$ cat config.mk
export PLATFORM = sky130hd
export DESIGN_NAME = mem_bus_arbiter
export DESIGN_NICKNAME = d
export VERILOG_FILES = /design/src/rtl/mem_bus_arbiter.sv
export SDC_FILE = /design/constraint.sdc
export NUM_CORES = 1
export LEC_CHECK = 0
export CAP_MARGIN = 40
export CORE_MARGIN = 3
export CORE_UTILIZATION = 25
export CTS_CLUSTER_DIAMETER = 60
export DETAILED_ROUTE_END_ITERATION = 16
export GPL_ROUTABILITY_DRIVEN = 0
export PLACE_DENSITY = 0.53
export SETUP_SLACK_MARGIN = 0.2
export SYNTH_ARGS = -nofsm -noshare
export SYNTH_HDL_FRONTEND = slang
export SYNTH_SLANG_ARGS = --single-unit
$ cat constraint.sdc
create_clock -name clk -period 2.3 [get_ports clk]
set_clock_uncertainty 0.2 [all_clocks]
set_input_delay 0.46 -clock clk [delete_from_list [all_inputs] [get_ports clk]]
set_output_delay 0.46 -clock clk [all_outputs]
set_load 0.01 [all_outputs]
$ cat src/rtl/mem_bus_arbiter.sv
// rtl/mem_bus_arbiter.sv - round-robin arbiter sharing the external 4-bit memory bus between two ports
module mem_bus_arbiter #(
  parameter int unsigned WAIT_CYCLES = 1
) (
  input  logic       clk,
  input  logic       rst,
  input  logic       req0,
  input  logic       req1,
  input  logic       we0,
  input  logic       we1,
  input  logic [9:0] addr0,
  input  logic [9:0] addr1,
  input  logic [3:0] wdata0,
  input  logic [3:0] wdata1,
  output logic       gnt0,
  output logic       gnt1,
  output logic       ack0,
  output logic       ack1,
  output logic [3:0] rdata,
  output logic [9:0] mem_addr,
  output logic [3:0] mem_wdata,
  output logic       mem_we,
  output logic       mem_oe,
  input  logic [3:0] mem_rdata
);

  localparam logic [2:0] WAIT_INIT = 3'(WAIT_CYCLES);

  typedef enum logic [2:0] {
    S_IDLE   = 3'b001,
    S_ACCESS = 3'b010,
    S_DONE   = 3'b100
  } state_t;

  state_t     state_q, state_d;
  logic       last_q, last_d;
  logic [2:0] cnt_q, cnt_d;
  logic       we_q, we_d;
  logic [9:0] addr_q, addr_d;
  logic [3:0] wdata_q, wdata_d;
  logic [3:0] rdata_q, rdata_d;
  logic       pick;
  logic       owns_bus;

  // Under contention the port not granted last wins; a lone request always wins.
  assign pick = (req0 && req1) ? ~last_q : req1;

  always_ff @(posedge clk or posedge rst) begin
    if (rst) begin
      state_q <= S_IDLE;
      last_q  <= 1'b1;
      cnt_q   <= 3'd0;
      we_q    <= 1'b0;
      addr_q  <= 10'd0;
      wdata_q <= 4'd0;
      rdata_q <= 4'd0;
    end else begin
      state_q <= state_d;
      last_q  <= last_d;
      cnt_q   <= cnt_d;
      we_q    <= we_d;
      addr_q  <= addr_d;
      wdata_q <= wdata_d;
      rdata_q <= rdata_d;
    end
  end

  always_comb begin
    state_d = state_q;
    last_d  = last_q;
    cnt_d   = cnt_q;
    we_d    = we_q;
    addr_d  = addr_q;
    wdata_d = wdata_q;
    rdata_d = rdata_q;
    case (state_q)
      S_IDLE: begin
        if (req0 || req1) begin
          last_d  = pick;
          cnt_d   = WAIT_INIT;
          we_d    = pick ? we1 : we0;
          addr_d  = pick ? addr1 : addr0;
          wdata_d = pick ? wdata1 : wdata0;
          state_d = S_ACCESS;
        end
      end
      S_ACCESS: begin
        if (cnt_q != 3'd0) begin
          cnt_d = cnt_q - 3'd1;
        end else begin
          state_d = S_DONE;
          if (!we_q) begin
            rdata_d = mem_rdata;
          end
        end
      end
      S_DONE:  state_d = S_IDLE;
      default: state_d = S_IDLE;
    endcase
  end

  // last_q already points at the current owner once a grant has been taken.
  assign owns_bus  = (state_q == S_ACCESS) || (state_q == S_DONE);
  assign gnt0      = owns_bus && !last_q;
  assign gnt1      = owns_bus && last_q;
  assign ack0      = (state_q == S_DONE) && !last_q;
  assign ack1      = (state_q == S_DONE) && last_q;
  assign mem_we    = (state_q == S_ACCESS) && we_q;
  assign mem_oe    = mem_we;
  assign mem_addr  = addr_q;
  assign mem_wdata = wdata_q;
  assign rdata     = rdata_q;

endmodule

==> results of run 1 <==
==> cell families (layout without fill, tap and decap cells) <==
| family | after synthesis | count (layout) |
|---|---|---|
| buffers and inverters | 14 | 78 |
| flip-flops | 26 | 26 |
| multiplexers | 4 | 4 |
| AO/OA/AOI/OAI | 39 | 39 |
| adder cells (fa/ha/maj) | 2 | 2 |
| AND/OR/NAND/NOR | 17 | 17 |
==> sequential cells by signal, indices dropped and copies added, names as in the netlist <==
name and count:
mem_addr 10, mem_wdata 4, rdata 4, state_q 3, we_q 1, last_q 1
cnt_q 3
==> worst max-delay path, delay by kind of cell, from the launching register on <==
| kind | cells | cell delay [ns] |
|---|---|---|
| simple gates | 1 | 0.17 |
| buf+inv | 1 | 0.28 |
| compound gates | 1 | 0.22 |
| flops | 1 | 0.46 |
==> metal layers <==
layer  up-vias  track usage, %
li1        527               -
met1       538            16.1
met2        43            17.6
met3         4            3.76
met4         0            4.35
met5         -               0
==> area by class of cell <==
type,instances,share of cell area [%]
flip-flops and latches,26,32.3
well taps,67,4.14
multi-input cells,62,27.4
clock buffers,4,2.72
repair buffers,68,32.3
inverters,6,1.11
==> power breakdown <==
group / total, mW / leakage (nW) / internal [mW] / switching (mW)
combinational: 1.23 / 0.478 / 0.705 / 0.520
sequential: 0.827 / 0.299 / 0.679 / 0.148
clock: 0.298 / 0.0288 / 0.153 / 0.145
total: 2.35 / 0.806 / 1.54 / 0.813
==> how the worst min path moves through the flow <==
stage,start,endpoint,slack (ns),cells past startpoint
CTS,rdata[3],rdata[3],0.33,1
floorplan,rst,cnt_q[0],0.30,1
global route,rdata[3],rdata[3],0.36,1
global placement,rdata[3],rdata[3],0.29,1
finish,rdata[1],rdata[1],0.32,1
detailed placement,rdata[3],rdata[3],0.30,1
==> placed cells by master (no fill, tap or decap) <==
cell type and instances:
nor2_1 2, dfstp_2 2, nor3_1 2, o32ai_1 15, nor3b_4 1, a21oi_1 1, a211oi_1 2, clkdlybuf4s50_1 55
inv_1 6, o22ai_1 2, buf_4 7, nor2b_1 1, nand2b_1 1, nor2_4 1, clkbuf_8 4, dfrtp_1 23
o21a_4 1, a31oi_1 1, clkdlybuf4s15_1 3, nand2_1 3, clkbuf_2 1, or4b_4 1, dlygate4sd1_1 1, and2_1 2
dlygate4sd2_1 1, a2bb2oi_1 15, nand2b_4 2, mux2_2 4, a21bo_2 1, o21ba_2 1, ha_1 2, dfrtp_2 1
nor4b_4 1
==> timing repair <==
item	4_1_cts	5_1_grt
pin swaps	0	0
setup buffers	0	3
gates resized for setup	11	9
setup endpoints to repair	6	6
cloned	0	0
==> flow_summary.toml, run 1 <==
[setup_path]
critPathArrivalTime_ns = 1.39
cp.required_ns = 1.64
rrSetupSlack_ns = 0.41
path_cells = "nand2b_4 -> a211oi_1 -> dlygate4sd1_1"
r2r-start = "cnt_q[0]"
crit_path_top_delay_cell = "dfrtp_2"
slowest_delay_ns = 0.46
cp_max_fo = 4
endpoint_kind = "output port"
crit_start = "state_q[1]"
r2r-end = "cnt_q[0]"
cp-endpoint = "gnt1"
r2r_cells = 6
worstSetupPathType = "reg -> out"
cp-start-kind = "flip-flop"

[die]
dieWidth_um = 76.9
ioPinCount = 62
initial_utilization_pct = 26.2
core_um2 = 4790
rows = 25
die_h_um = 76.9
die-area_um2 = 5910

[timing]
tightest_slew_ns = 0.474
rsz0062_at_grt = "true"
fin_crit_ns = 2.05
relSlewSlack_pct = 68.4
fin_tns_setup_ns = 0
fmax_mhz = 488
drv_slew = 0
hold_viol = 0
finalSetupViolCount = 0
setup_slack_ns = 0.252
holdWs_ns = 0.320
period_share_pct = 89.0

[flow_run]
maxCapViolCount = 0

[global_route]
grt.overflow.total = 0
grt_pass1_wl_um = 5670
track_usage_pct = 11.9
grt_max_degree = 27
grt_antenna_before_repair = 0
grt_pass1_vias = 1180

[detailed_routing]
top_layer_used = "met4"
routed-via-count = 1112
routed_via_density = 4.77
antenna_left = 0
wl_met3_um = 261
drcViolationCount = 0
drtPass1Iterations = 4
wl_per_cell_um = 14.6
met2_length_um = 1550
wl_um = 3390
drt_iter0_markers = 19
met1Wirelength_um = 1550

[synth]
synthCells = 102
ys_types = 27
synthFlopType = "dfrtp_1"
ys_seq_elements = 26
yosysSeqAreaShare_pct = 52.0
synth-adder-area-share_pct = 1.99
synth-simple-area-share_pct = 9.77
yosysTopAreaCellShare_pct = 47.9
synth_compound_area_share_pct = 26.8
synth_top_family_by_area = "compound AO/OA/AOI/OAI gates"
yosysMostFrequentCell = "dfrtp_1"
synth_edf_count = 0
synth_commonest_cells = "dfrtp_1 (24), a2bb2oi_1 (15), o32ai_1 (15)"
yosys.area.top_type = "dfrtp_1"
syn_area_um2 = 1250
yosys_warnings = 0
ys_async_sr_fraction_pct = 100
synth.area.mux_share_pct = 3.59
synth-xor-area-share_pct = 0
syn_nets = 142
synth_area_leaders = "dfrtp_1 (48%), a2bb2oi_1 (10%), o32ai_1 (10%), dfstp_2 (4.2%), mux2_2 (3.6%)"
avgSynthCellArea_um2 = 12.3

[place]
pre_cts_ws_ns = 0.165
place_area_um2 = 1930
dp.cells = 226
port_buffers = 61
dp_hpwl_um = 2450

[clocking]
clk_pin_slew_ns = 0.09
insertion_delay_ns = 0.27
root_buffer = "clkbuf_8"
h-tree-depth = 1
clk_path_buf_depth = 2
cts.sinks = 26
cts_tree = "yes"
hold_buffers = 0
cts_buffers = 3

[finish]
seq_area_um2 = 654
n_fill_cell = 452
fin_nets = 207
post-route-util_pct = 42.4
area_growth_pct = 61.5
finalNonFillerCells = 233
multi_input_area_um2 = 556
layout-drive-gt1-share_pct = 16.9
diodes = 0
final_cell_area_um2 = 2030

[pwr]
total_power_mw = 2.35
ir_drop_v = 0.000497
power_leakage_nw = 0.806
power.density_nw_per_um2 = 1160

[status]
status = "completed"

[worst_hold_path]
min_path_type = "reg -> reg"
No activity file was read; power rests on OpenSTA's default activity.
==> inputs of run 2 (changes only) <==
--- a/config.mk
+++ b/config.mk
@@ -7,11 +7,12 @@
 export LEC_CHECK = 0
 export CAP_MARGIN = 40
 export CORE_MARGIN = 3
-export CORE_UTILIZATION = 25
+export CORE_UTILIZATION = 40
 export CTS_CLUSTER_DIAMETER = 60
+export CTS_CLUSTER_SIZE = 20
 export DETAILED_ROUTE_END_ITERATION = 16
 export GPL_ROUTABILITY_DRIVEN = 0
-export PLACE_DENSITY = 0.53
+export PLACE_DENSITY = 0.79
 export SETUP_SLACK_MARGIN = 0.2
 export SYNTH_ARGS = -nofsm -noshare
 export SYNTH_HDL_FRONTEND = slang
==> run 2 against run 1 <==
  * Cell count shrank 9.0%
  * Wire length decreased by 1.4%
  * Sequential share of layout area rose by 0.20 points
  * Cell area decreased by 0.80%
  * Die area decreased by 35%
  * First-iteration DRC count rose by 140%
==> flow_summary.toml, run 2 (synthesized netlist as in run 1, its figures left out) <==
[detailed_routing]
routed_via_density = 5.33
routed-via-count = 1130
drcViolationCount = 0
wl_um = 3350
antenna_left = 0
drtPass1Iterations = 4
drt_iter0_markers = 46
wl_per_cell_um = 15.8

[timing]
tightest_slew_ns = 0.467
rsz0062_at_grt = "true"
period_share_pct = 91.1
fmax_mhz = 477
hold_viol = 0
fin_tns_setup_ns = 0
finalSetupViolCount = 0
relSlewSlack_pct = 68.8
fin_crit_ns = 2.10
drv_slew = 0

[pwr]
seqPwrFrac_pct = 33.4
intPower_mw = 1.58
power_leakage_nw = 0.818
power.density_nw_per_um2 = 1190
power_frac_clock_pct = 13.1
ir_drop_v = 0.000620
p_comb_share_pct = 53.5
p_switching_mw = 0.807
p_sw_share_pct = 33.8

[global_route]
grt_antenna_before_repair = 0
track_usage_pct = 18.2
grt_max_degree = 27
grt_pass1_vias = 1133
grt.overflow.total = 0
grt_pass1_wl_um = 5150

[setup_path]
cp_max_fo = 4
cp.required_ns = 1.64
cp-start-kind = "flip-flop"
path_cells = "nand2b_4 -> nor2_2 -> and2_1 -> clkdlybuf4s15_1"
worstSetupPathType = "reg -> out"
slowest_delay_ns = 0.41
crit_path_top_delay_cell = "dfrtp_1"
critPathArrivalTime_ns = 1.44
endpoint_kind = "output port"

[place]
place_area_um2 = 1910
dp_hpwl_um = 2440
port_buffers = 61

[die]
die-area_um2 = 3850
core_um2 = 2880
rows = 19
dieWidth_um = 62.0
initial_utilization_pct = 43.6
ioPinCount = 62
die_h_um = 62.0

[flow_run]
maxCapViolCount = 0

[clocking]
cts_tree = "yes"
clk_path_buf_depth = 2
insertion_delay_ns = 0.32
clk_pin_slew_ns = 0.14
cts_buffers = 3
root_buffer = "clkbuf_4"
h-tree-depth = 1
cts.sinks = 26

[finish]
final_cell_area_um2 = 2010
largest_reg_flops = 10
fin_nets = 211
diodes = 0
area_growth_pct = 60.2
layout-drive-gt1-share_pct = 19.4
final_cell_mix = "clkdlybuf4s50_1 (55), dfrtp_1 (24), o32ai_1 (15), a2bb2oi_1 (15), buf_4 (11)"
final_common_cell = "clkdlybuf4s50_1"

[worst_hold_path]
min_path_type = "in -> async"

[status]
status = "completed"
==> run 2: changes by cell type in the layout (fill, tap and decap cells not counted), sizes merged <==
cell         delta
buf             +6
bufinv          +1
clkbuf          -1
dlygate4sd1     -1
dlygate4sd2     -1
==> run 2: power by group through the flow <==
| stage | sequential (mW) | clock, mW | combinational (mW) |
|---|---|---|---|
| 3_3_place_gp | 0.829 | 0 | 1.12 |
| 2_1_floorplan | 0.883 | 0 | 0.607 |
| 4_1_cts | 0.812 | 0.322 | 1.22 |
| 6_report | 0.796 | 0.314 | 1.28 |
| 5_1_grt | 0.819 | 0.348 | 1.38 |
| 3_5_place_dp | 0.836 | 0 | 1.16 |
==> run 2: final cells by class <==
type / instances / area, um^2
fillers: 219 / 866
repair buffers: 72 / 678
flip-flops and latches: 26 / 653
multi-input cells: 62 / 552
well taps: 42 / 52.6
clock inverters: 1 / 30.0
clock buffers: 3 / 22.5
inverters: 6 / 22.5
==> run 2: metrics by stage <==
| step | power [mW] | hold WS (ns) | setup WS, ns | instances | util (%) |
|---|---|---|---|---|---|
| global route | 2.55 | 0.270 | 0.107 | 212 | 69.9 |
| CTS | 2.35 | 0.265 | 0.0976 | 209 | 68.9 |
| finish | 2.39 | 0.263 | 0.204 | 212 | 69.9 |
| floorplan | 1.49 | 0.299 | 0.424 | 102 | - |
| detailed placement | 2.00 | 0.300 | 0.145 | 202 | 66.2 |
| global placement | 1.95 | 0.291 | -0.0463 | 201 | 66.0 |
==> run 2: final timing paths <==
kind	startpoint	to	slack [ns]	depth (start not counted)
hold reg to reg	rdata[2]	rdata[2]	0.34	1
hold / removal	rst	rdata[3]	0.26	3
min in group clk	rdata[2]	rdata[2]	0.34	1
max in group asynchronous	rst	state_q[0]	1.34	3
setup / recovery	state_q[2]	mem_oe	0.20	4
setup reg to reg	cnt_q[0]	cnt_q[0]	0.31	6
==> run 2: timing repair <==
action,CTS,global route
gates cloned,0,0
resized for setup,12,10
setup buffers,3,3
endpoints found under the setup margin,6,6
hold buffers,0,0
==> run 2: per-layer routing <==
layer / GRT usage, % / up-vias / routed length, um
met2: 29.9 / 62 / 1550
met4: 4.55 / 0 / 17
met1: 23.9 / 531 / 1420
met5: 0 / - / 0
met3: 4.75 / 2 / 363
li1: - / 535 / -
==> run 2: critical path, delay by kind of cell (launching register included) <==
| family | cells | cell delay, ns |
|---|---|---|
| DFF | 1 | 0.41 |
| and+or+nand+nor | 3 | 0.45 |
| buffers and inverters | 1 | 0.26 |
==> inputs of run 3 (changes only) <==
--- a/config.mk
+++ b/config.mk
@@ -5,14 +5,15 @@
 export SDC_FILE = /design/constraint.sdc
 export NUM_CORES = 1
 export LEC_CHECK = 0
+export ABC_AREA = 1
 export CAP_MARGIN = 40
 export CORE_MARGIN = 3
-export CORE_UTILIZATION = 40
+export CORE_UTILIZATION = 41
 export CTS_CLUSTER_DIAMETER = 60
 export CTS_CLUSTER_SIZE = 20
 export DETAILED_ROUTE_END_ITERATION = 16
 export GPL_ROUTABILITY_DRIVEN = 0
-export PLACE_DENSITY = 0.79
+export PLACE_DENSITY = 0.78
 export SETUP_SLACK_MARGIN = 0.2
 export SYNTH_ARGS = -nofsm -noshare
 export SYNTH_HDL_FRONTEND = slang
==> run 3 against run 2 <==
  * Sequential power is 1% higher
  * Via count is 16% higher
  * Synthesized area is 9.1% higher
  * Clock power decreased by 38%
  * Critical endpoint is now gnt0
  * Die area up 5.8%
  * Cell count rose by 38%
  * Fmax up 0.28%
  * Register-to-register slack improved by 0.31 ns
  * Largest cell class is now flip-flops and latches
  * Combinational power decreased by 6%
==> flow_summary.toml, run 3 <==
[synth]
yosys.area.top_type = "dfrtp_1"
syn_nets = 226
synth-adder-area-share_pct = 1.83
synth_area_leaders = "dfrtp_1 (44%), nand2_1 (26%), nand3_1 (8.8%), dfstp_2 (3.8%), nor2_1 (3.3%)"
synth_commonest_cells = "nand2_1 (93), dfrtp_1 (24), nand3_1 (24)"
yosysMostFrequentCell = "nand2_1"
synth-xor-area-share_pct = 0
synth-simple-area-share_pct = 41.5
syn_area_um2 = 1370
yosys_warnings = 0
synthFlopType = "dfrtp_1"
yosysSeqAreaShare_pct = 47.7
ys_async_sr_fraction_pct = 100
synth.area.mux_share_pct = 0
synth_edf_count = 0
synthCells = 186
yosysTopAreaCellShare_pct = 43.9
ys_seq_elements = 26
synth_compound_area_share_pct = 0.366
ys_types = 17
avgSynthCellArea_um2 = 7.36
synth_top_family_by_area = "simple AND/OR/NAND/NOR gates"

[pwr]
seqPwrFrac_pct = 36.6
intPower_mw = 1.32
power.density_nw_per_um2 = 1080
p_switching_mw = 0.883
p_sw_share_pct = 40.1
p_comb_share_pct = 54.6
power_leakage_nw = 1.06
total_power_mw = 2.20
power_frac_clock_pct = 8.8
ir_drop_v = 0.000509

[timing]
fin_crit_ns = 2.09
hold_viol = 0
fin_tns_setup_ns = 0
finalSetupViolCount = 0
drv_slew = 0
relSlewSlack_pct = 77.3
tightest_slew_ns = 0.340
rsz0062_at_grt = "true"
fmax_mhz = 479
period_share_pct = 90.9

[clocking]
cts_buffers = 3
clk_path_buf_depth = 2
hold_buffers = 0
cts_tree = "yes"
h-tree-depth = 1
clk_pin_slew_ns = 0.13
cts.sinks = 26
root_buffer = "clkbuf_4"
insertion_delay_ns = 0.31

[setup_path]
crit_path_top_delay_cell = "dfstp_2"
worstSetupPathType = "reg -> out"
endpoint_kind = "output port"
cp.required_ns = 1.64
slowest_delay_ns = 0.58
path_cells = "inv_1 -> nand3_2 -> and2_4 -> nor2_1 -> clkdlybuf4s15_1"
cp_max_fo = 3
critPathArrivalTime_ns = 1.43
cp-start-kind = "flip-flop"
path_buf_inv = 2
critPathTopFamily = "flip-flops"

[global_route]
grt_pass1_wl_um = 5660
grt.overflow.total = 0
track_usage_pct = 17.7
grt_antenna_before_repair = 0
grt_pass1_vias = 1283
grt_max_degree = 27

[finish]
finalNonFillerCells = 292
fin_nets = 289
layout-drive-gt1-share_pct = 9.68
final_common_cell = "nand2_1"
final_cell_mix = "nand2_1 (92), clkdlybuf4s50_1 (55), dfrtp_1 (24)"
area_growth_pct = 49.3
diodes = 0
largest_reg_flops = 10

[detailed_routing]
drcViolationCount = 0
wl_per_cell_um = 11.2
routed-via-count = 1306
routed_via_density = 4.47
antenna_left = 0
wl_um = 3280
drt_iter0_markers = 57
drtPass1Iterations = 4

[die]
core_um2 = 3130
ioPinCount = 62
rows = 20
dieWidth_um = 63.8
die_h_um = 63.8
initial_utilization_pct = 43.8
die-area_um2 = 4070

[worst_hold_path]
min_path_type = "in -> async"

[place]
dp_hpwl_um = 2390
port_buffers = 61
dp.cells = 286

[status]
status = "completed"

[flow_run]
maxCapViolCount = 0
## run 3: layout make-up
cell class	instances	area [um^2]
Clock buffer	4	26.3
Multi-Input combinational cell	138	616
Timing Repair Buffer	66	638
Sequential cell	26	653
Fill cell	284	1080
Tap cell	44	55.1
Inverter	14	55.1
## run 3: cells by family (layout without fill, tap and decap cells)
kind of cell,count (synthesis),after routing
AO/OA/AOI/OAI,1,1
adder cells (fa/ha/maj),2,2
buffers and inverters,22,84
flip-flops,26,26
AND/OR/NAND/NOR,135,135
## run 3: worst min-delay path, stage by stage
cell,delay [ns]
clkdlybuf4s50_1,0.39
inv_1,0.05
buf_4,0.31
## run 3: worst paths after layout
check,startpoint,end,slack [ns],cells after the start
setup / recovery,state_q[0],gnt0,0.21,5
min in group clk,rdata[2],rdata[2],0.28,2
max in group asynchronous,rst,last_q,1.33,3
hold reg to reg,rdata[2],rdata[2],0.28,2
hold / removal,rst,rdata[0],0.27,3
setup reg to reg,cnt_q[0],rdata[0],0.62,8
## run 3: what timing repair did
item,in CTS,in global routing
buffers inserted,2,0
resized for setup,10,4
setup endpoints to repair,6,4
cloned,0,0
pin swaps,1,0
## run 3: per-stage QoR
| step | instance area [um^2] | setup WS (ns) | util [%] | hold WS (ns) |
|---|---|---|---|---|
| after detailed placement | 1990 | 0.205 | 63.8 | 0.257 |
| after global routing | 2040 | 0.124 | 65.3 | 0.304 |
| after floorplan | 1370 | 0.653 | - | 0.271 |
| final | 2040 | 0.210 | 65.3 | 0.274 |
| after global placement | 1990 | 0.219 | 63.8 | 0.253 |
| after CTS | 2040 | 0.184 | 65.2 | 0.279 |
## run 3: power by group through the flow
stage	registers [mW]	clock network, mW	logic (mW)
after global placement	0.811	0	1.15
final	0.805	0.194	1.20
after detailed placement	0.815	0	1.17
after global routing	0.837	0.225	1.35
after floorplan	0.874	0	0.609
after CTS	0.801	0.202	1.21
## run 3: metal layers
layer	wire (um)	global-route usage [%]
met5	0	0
met4	36	4.85
met3	171	6.15
met2	1630	31.7
met1	1440	19.8
